**src/rtl/cla_iter_adder_seq_pkg.sv**
```systemverilog
// rtl/cla_iter_adder_seq_pkg.sv - shared types and constants for the iterative CLA adder
// Purpose: FSM state encoding, slice geometry and opcode constants.
// Ports: none (package).
package cla_iter_adder_seq_pkg;

  localparam int SLICE_W      = 4;
  localparam int WORD_NIBBLES = 8;

  localparam logic OP_ADD = 1'b0;
  localparam logic OP_SUB = 1'b1;

  typedef enum logic [1:0] {
    ST_IDLE = 2'd0,
    ST_RUN  = 2'd1,
    ST_DONE = 2'd2
  } state_e;

endpackage

```
**src/rtl/cla_iter_adder_seq_if.sv**
```systemverilog
// rtl/cla_iter_adder_seq_if.sv - request/response bundle for the iterative CLA adder
// Purpose: groups the request handshake, operands and the result handshake/flags.
// Ports: in_valid/in_ready/in_a/in_b/in_sub/in_word (request),
//        out_valid/out_ready/out_result/out_cout/out_ovf/out_zero (response).
// master = requester/consumer side, slave = adder side.
interface cla_iter_adder_seq_if #(
  parameter int XLEN = 64
);

  logic            in_valid;
  logic            in_ready;
  logic [XLEN-1:0] in_a;
  logic [XLEN-1:0] in_b;
  logic            in_sub;
  logic            in_word;
  logic            out_valid;
  logic            out_ready;
  logic [XLEN-1:0] out_result;
  logic            out_cout;
  logic            out_ovf;
  logic            out_zero;

  modport master (
    output in_valid, in_a, in_b, in_sub, in_word, out_ready,
    input  in_ready, out_valid, out_result, out_cout, out_ovf, out_zero
  );

  modport slave (
    input  in_valid, in_a, in_b, in_sub, in_word, out_ready,
    output in_ready, out_valid, out_result, out_cout, out_ovf, out_zero
  );

endinterface

```
**src/rtl/fourbit_cla.sv**
```systemverilog
// rtl/fourbit_cla.sv - 4-bit carry-lookahead slice
// Purpose: nibble sum with bitwise propagate/generate exported so the caller
//          can form group and MSB carries itself.
// Ports: a, b (nibble operands), cin (carry in), s (sum), p/g (propagate/generate).
module fourbit_cla (
  input  logic [3:0] a,
  input  logic [3:0] b,
  input  logic       cin,
  output logic [3:0] s,
  output logic [3:0] p,
  output logic [3:0] g
);

  logic c1, c2, c3;

  assign p  = a ^ b;
  assign g  = a & b;
  assign c1 = g[0] | (p[0] & cin);
  assign c2 = g[1] | (p[1] & g[0]) | (p[1] & p[0] & cin);
  assign c3 = g[2] | (p[2] & g[1]) | (p[2] & p[1] & g[0]) | (p[2] & p[1] & p[0] & cin);
  assign s  = p ^ {c3, c2, c1, cin};

endmodule

```
**src/rtl/cla_iter_adder_seq.sv**
```systemverilog
// rtl/cla_iter_adder_seq.sv - multi-cycle adder/subtractor using one 4-bit CLA slice
// Purpose: ADD/SUB/ADDW/SUBW, one nibble per clock LSB first; result and flags
//          held until the consumer accepts them.
// Ports: clk, rst (sync active-high), bus (slave side of cla_iter_adder_seq_if).
module cla_iter_adder_seq
  import cla_iter_adder_seq_pkg::*;
#(
  parameter int XLEN = 64
) (
  input  logic                 clk,
  input  logic                 rst,
  cla_iter_adder_seq_if.slave  bus
);

  localparam int N     = XLEN / SLICE_W;
  localparam int IDX_W = $clog2(N);

  state_e           state_q, state_d;
  logic [IDX_W-1:0] idx_q, idx_d;
  logic [XLEN-1:0]  a_q, a_d;
  logic [XLEN-1:0]  b_q, b_d;
  logic             carry_q, carry_d;
  logic             word_q, word_d;
  logic [XLEN-1:0]  result_q, result_d;
  logic             cout_q, cout_d;
  logic             ovf_q, ovf_d;

  logic [IDX_W+1:0] bit_pos;
  logic [IDX_W-1:0] last_idx;
  logic [3:0]       a_nib, b_nib, slice_s, slice_p, slice_g;
  logic             c3, c4;

  assign bit_pos  = {idx_q, 2'b00};
  assign a_nib    = a_q[bit_pos +: SLICE_W];
  assign b_nib    = b_q[bit_pos +: SLICE_W];
  assign last_idx = word_q ? IDX_W'(WORD_NIBBLES - 1) : IDX_W'(N - 1);

  fourbit_cla u_slice (
    .a   (a_nib),
    .b   (b_nib),
    .cin (carry_q),
    .s   (slice_s),
    .p   (slice_p),
    .g   (slice_g)
  );

  // c3 is the carry into the nibble MSB; on the last nibble c3^c4 is signed overflow.
  assign c3 = slice_g[2] | slice_p[2] & (slice_g[1] | slice_p[1] & (slice_g[0] | slice_p[0] & carry_q));
  assign c4 = slice_g[3] | slice_p[3] & c3;

  always_comb begin
    state_d  = state_q;
    idx_d    = idx_q;
    a_d      = a_q;
    b_d      = b_q;
    carry_d  = carry_q;
    word_d   = word_q;
    result_d = result_q;
    cout_d   = cout_q;
    ovf_d    = ovf_q;
    case (state_q)
      ST_IDLE: begin
        if (bus.in_valid) begin
          // Subtraction as A + ~B + 1: invert B here, the +1 rides in as carry-in.
          a_d     = bus.in_a;
          b_d     = bus.in_b ^ {XLEN{bus.in_sub == OP_SUB}};
          carry_d = (bus.in_sub == OP_SUB);
          word_d  = bus.in_word;
          idx_d   = '0;
          state_d = ST_RUN;
        end
      end
      ST_RUN: begin
        result_d[bit_pos +: SLICE_W] = slice_s;
        carry_d = c4;
        idx_d   = idx_q + 1'b1;
        if (idx_q == last_idx) begin
          state_d = ST_DONE;
          idx_d   = '0;
          cout_d  = c4;
          ovf_d   = c3 ^ c4;
          // Upper half may still hold an older result; overwrite with the sign.
          if (word_q) result_d[XLEN-1:32] = {(XLEN-32){slice_s[3]}};
        end
      end
      ST_DONE: begin
        if (bus.out_ready) state_d = ST_IDLE;
      end
      default: state_d = ST_IDLE;
    endcase
  end

  always_ff @(posedge clk) begin
    if (rst) begin
      state_q  <= ST_IDLE;
      idx_q    <= '0;
      a_q      <= '0;
      b_q      <= '0;
      carry_q  <= 1'b0;
      word_q   <= 1'b0;
      result_q <= '0;
      cout_q   <= 1'b0;
      ovf_q    <= 1'b0;
    end else begin
      state_q  <= state_d;
      idx_q    <= idx_d;
      a_q      <= a_d;
      b_q      <= b_d;
      carry_q  <= carry_d;
      word_q   <= word_d;
      result_q <= result_d;
      cout_q   <= cout_d;
      ovf_q    <= ovf_d;
    end
  end

  assign bus.in_ready   = (state_q == ST_IDLE) & ~rst;
  assign bus.out_valid  = (state_q == ST_DONE) & ~rst;
  assign bus.out_result = result_q;
  assign bus.out_cout   = cout_q;
  assign bus.out_ovf    = ovf_q;
  assign bus.out_zero   = (result_q == '0);

endmodule

```
**src/flat_wrapper.sv**
```systemverilog
// flat-port wrapper written by rule: the top's interface ports become plain ports
module cla_iter_adder_seq_flat import cla_iter_adder_seq_pkg::*;
#(
  parameter int XLEN = 64
)
  (clk, rst, bus_in_valid, bus_in_a, bus_in_b, bus_in_sub, bus_in_word, bus_out_ready, bus_in_ready, bus_out_valid, bus_out_result, bus_out_cout, bus_out_ovf, bus_out_zero);
  cla_iter_adder_seq_if #(.XLEN(XLEN)) bus_i ();
  input  logic clk;
  input  logic rst;
  input wire logic [$bits(bus_i.in_valid)-1:0] bus_in_valid;
  input wire logic [$bits(bus_i.in_a)-1:0] bus_in_a;
  input wire logic [$bits(bus_i.in_b)-1:0] bus_in_b;
  input wire logic [$bits(bus_i.in_sub)-1:0] bus_in_sub;
  input wire logic [$bits(bus_i.in_word)-1:0] bus_in_word;
  input wire logic [$bits(bus_i.out_ready)-1:0] bus_out_ready;
  output wire logic [$bits(bus_i.in_ready)-1:0] bus_in_ready;
  output wire logic [$bits(bus_i.out_valid)-1:0] bus_out_valid;
  output wire logic [$bits(bus_i.out_result)-1:0] bus_out_result;
  output wire logic [$bits(bus_i.out_cout)-1:0] bus_out_cout;
  output wire logic [$bits(bus_i.out_ovf)-1:0] bus_out_ovf;
  output wire logic [$bits(bus_i.out_zero)-1:0] bus_out_zero;
  assign bus_i.in_valid = bus_in_valid;
  assign bus_i.in_a = bus_in_a;
  assign bus_i.in_b = bus_in_b;
  assign bus_i.in_sub = bus_in_sub;
  assign bus_i.in_word = bus_in_word;
  assign bus_i.out_ready = bus_out_ready;
  assign bus_in_ready = bus_i.in_ready;
  assign bus_out_valid = bus_i.out_valid;
  assign bus_out_result = bus_i.out_result;
  assign bus_out_cout = bus_i.out_cout;
  assign bus_out_ovf = bus_i.out_ovf;
  assign bus_out_zero = bus_i.out_zero;
  cla_iter_adder_seq #(.XLEN(XLEN)) u_core (.clk(clk), .rst(rst), .bus(bus_i));
endmodule
```
**config.mk**
```make
export PLATFORM = sky130hd
export DESIGN_NAME = cla_iter_adder_seq_flat
export DESIGN_NICKNAME = d
export VERILOG_FILES = /design/src/rtl/cla_iter_adder_seq_pkg.sv /design/src/rtl/cla_iter_adder_seq_if.sv /design/src/rtl/fourbit_cla.sv /design/src/rtl/cla_iter_adder_seq.sv /design/src/flat_wrapper.sv
export SDC_FILE = /design/constraint.sdc
export NUM_CORES = 1
export LEC_CHECK = 0
export ABC_AREA = 1
export BUFFER_PORTS_ARGS = -buffer_cell sky130_fd_sc_hd__clkbuf_2
export CORE_MARGIN = 8
export CORE_UTILIZATION = 55
export DETAILED_ROUTE_END_ITERATION = 10
export PLACE_DENSITY_LB_ADDON = 0.05
export SYNTH_ARGS = -nofsm -noshare
export SYNTH_HDL_FRONTEND = slang
export SYNTH_SLANG_ARGS = --single-unit
```
**constraint.sdc**
```tcl
create_clock -name clk -period 4.1 [get_ports clk]
set_input_delay 0.41 -clock clk [delete_from_list [all_inputs] [get_ports clk]]
set_output_delay 0.41 -clock clk [all_outputs]
set_load 0.1 [all_outputs]
```
==> metrics.md <==
| Metric | Value |
|---|---|
| Pre-antenna DRT Iters | 6 |
| Syn_nets | 1550 |
| Vias in the first global route | 9312 |
| Endpoint class of the critical path | flip-flop |
| First-pass GRT wire length | 47.5 mm |
| Nets | 1700 |
| Reg area | 4050 µm² |
| Synth cell types | 37 |
| Worst slew pin tran | 0.974 ns |
| Initial core utilization | 0.558 |
| Layout fillers | between 1500 and 2000 |
| Die height | 151 µm |
| Setup Skew | 0.00998 ns |
| Fin crit period | 3.52 ns |
| Boundary pin count | 203 |
| P per Cell Area | 430 nW/µm² |
| Clk buf depth | 3 |
| Drt via density | 5.47 |
| Port Buffers | 202 |
| Fin. Hold Viols | 0 |
| Final TNS setup | 0 ns |
| Status | finished clean |
| Root Driver | clkbuf_16 |
| Placed cell area | 11000 µm² |
| Critical Path RT | between 4 and 5 ns |
| Fraction of layout cells with a size suffix above 1 | 0.175 |
| Diode count | 0 |
| Cts bufs inserted | 22 |
| Crit path kind | flip-flop to flip-flop |
| # clock sinks | 202 |
| Initial antenna violation count | 0 |
| Gp weighted congestion | 0.912 |
| Core area | 17800 µm² |
| Synth async-reset ratio | 0 |
| 1st-iter DRT viols | 756 |
| WHS | 0.130 ns |
| Fmax | about 280 MHz |
| CTS H-tree depth | 1 |
| YS warnings | 0 |
| Number of remaining DRC errors | 0 |
| Die area | 22700 µm² |
| Grt total ovfl | 0 |
| Hold Buf Count CTS | 0 |
| Fin cells | ~1800 |
| Worst min path class | input pin to flip-flop |
| Via count | roughly 9800 |
| Reg clk slew, reported paths | about 0.06 ns |
| Max transition margin | 0.351 |
| Total power | 5.02 mW |
| Leak pwr | 5.30 nW |
| WL/cell | ~17 µm |
| Post-route clock period utilization | 0.858 |
| Setup slack at placement | 0.651 ns |
| Mapped Area | 9960 µm² |
| Final setup viols | 0 |
| Inst Count DP | 1760 |
| CP Launch Type | flip-flop |
| Final HPWL DP | 21.3 mm |
| Post-synthesis register bit count | 202 |
| CP Max Fanout | 16 |
| Worst path arrival time | 3.89 ns |
| Post-CTS Setup Bufs | 0 |
| Maximum vdd drop | 0.331 mV |
| Area Growth Syn to Fin | 17.4% |
| Largest net degree at the start of global routing | slightly above 100 |
| Antenna Nets Post-Route | 0 |
| Worst skew pair latency | about 0.5 ns |
| Final Max Tran Viols | 0 |
| Fin util | 0.655 |
| RSZ-0062 raised after global routing | false |
| Die Width | 151 µm |
| MaxCap Viol Count | 0 |
| TritonCTS clock tree | done |
| Aggregate global-route resource usage | 0.257 |
| Seq/Total Area, Yosys | 0.406 |
| Overall routed net length | ~30 mm |
| Mapped Cells | between 1000 and 1500 |
| Syn_area_per_cell | approximately 7 µm² |
| EDFF count, synth | 0 |
| FP Rows | 49 |
| Multi-input gate area | 4980 µm² |
| Post-synth top flop | dfxtp_1 |
| Resized cells post-CTS | 0 |
| Fin worst setup slack | just under 0.6 ns |
| Post-route design area | 11700 µm² |
path summary, 6_finish.rpt:
check                                startpoint                         to  slack [ns]  cells past startpoint
worst min-delay path               bus_in_a[47]             u_core.a_q[47]        0.13                      3
worst max register to register  u_core.idx_q[1]  u_core.bus.out_result[62]        0.58                     17
worst max-delay path            u_core.idx_q[1]  u_core.bus.out_result[62]        0.58                     17
worst min register to register   u_core.b_q[21]             u_core.b_q[21]        0.45                      2
worst max-delay path, cell delays in order, from the launching register on:
cell	delay [ns]
dfxtp_1	0.33
buf_4	0.20
inv_2	0.12
nor2_1	0.29
buf_4	0.26
o21ai_0	0.10
o2111ai_1	0.21
nand2_1	0.10
ha_1	0.34
inv_1	0.09
nand2_1	0.09
nand2_1	0.09
nand3_1	0.17
nand3_2	0.15
nand2_1	0.06
inv_1	0.39
buf_4	0.31
a21oi_1	0.09
cells in the mapped netlist (24+ instances only):
library cell,n,area share
dfxtp_1,202,0.41
buf_2,24,0.012
inv_1,139,0.052
xor2_1,40,0.035
xnor2_1,25,0.022
clkbuf_1,57,0.021
a21oi_1,130,0.065
o21ai_0,191,0.096
o211ai_1,26,0.020
nand2_1,177,0.067
nand3_1,50,0.025
a211oi_1,26,0.020
nor2_1,221,0.083
cell families (layout without fill, tap and decap cells):
| kind of cell | after synthesis | count (layout) | synth area share |
|---|---|---|---|
| xor+xnor | 65 | 65 | 0.0572 |
| fa+ha+maj | 11 | 11 | 0.0153 |
| buf+inv | 238 | 400 | 0.0942 |
| flops | 202 | 202 | 0.406 |
| compound gates | 393 | 393 | 0.216 |
| simple gates | 496 | 496 | 0.211 |
state kept, by name (all words and copies together), names as in the netlist:
name / count
u_core.bus.out_ovf: 1
u_core.bus.out_cout: 1
u_core.bus.out_result: 64
u_core.a_q: 64
u_core.idx_q: 4
u_core.word_q: 1
u_core.b_q: 64
u_core.carry_q: 1
u_core.state_q: 2
cell usage in the layout (no fill, tap or decap), types with 25 or more instances in the layout:
master	netlist	layout
a211oi_1	26	26
a21oi_1	130	130
clkbuf_2	0	201
dfxtp_1	202	201
inv_1	139	137
nand2_1	177	177
nand3_1	50	50
nor2_1	221	220
o211ai_1	26	26
o21ai_0	191	191
xnor2_1	25	25
xor2_1	40	40
layer usage:
metal	up-vias	wire length [µm]	track usage
li1	4924	-	-
met1	4501	13100	0.332
met2	350	14000	0.427
met3	55	2050	0.0403
met4	0	884	0.0895
met5	-	0	0
report_power, final:
part / internal, mW / leakage [nW] / switching [mW]
Clock: 1.06 / 0.314 / 0.756
Sequential: 2.11 / 1.66 / 0.0798
Combinational: 0.296 / 3.32 / 0.724
Total: 3.46 / 5.30 / 1.56
final cells by class:
cell class | count | area share
Sequential cell | 202 | 0.346
Tap cell | 229 | 0.0245
Clock buffer | 35 | 0.0548
Inverter | 147 | 0.0475
Timing Repair Buffer | 217 | 0.101
Clock inverter | 1 | 0.000428
Multi-Input combinational cell | 965 | 0.426
No activity file was read; power rests on OpenSTA's default activity.
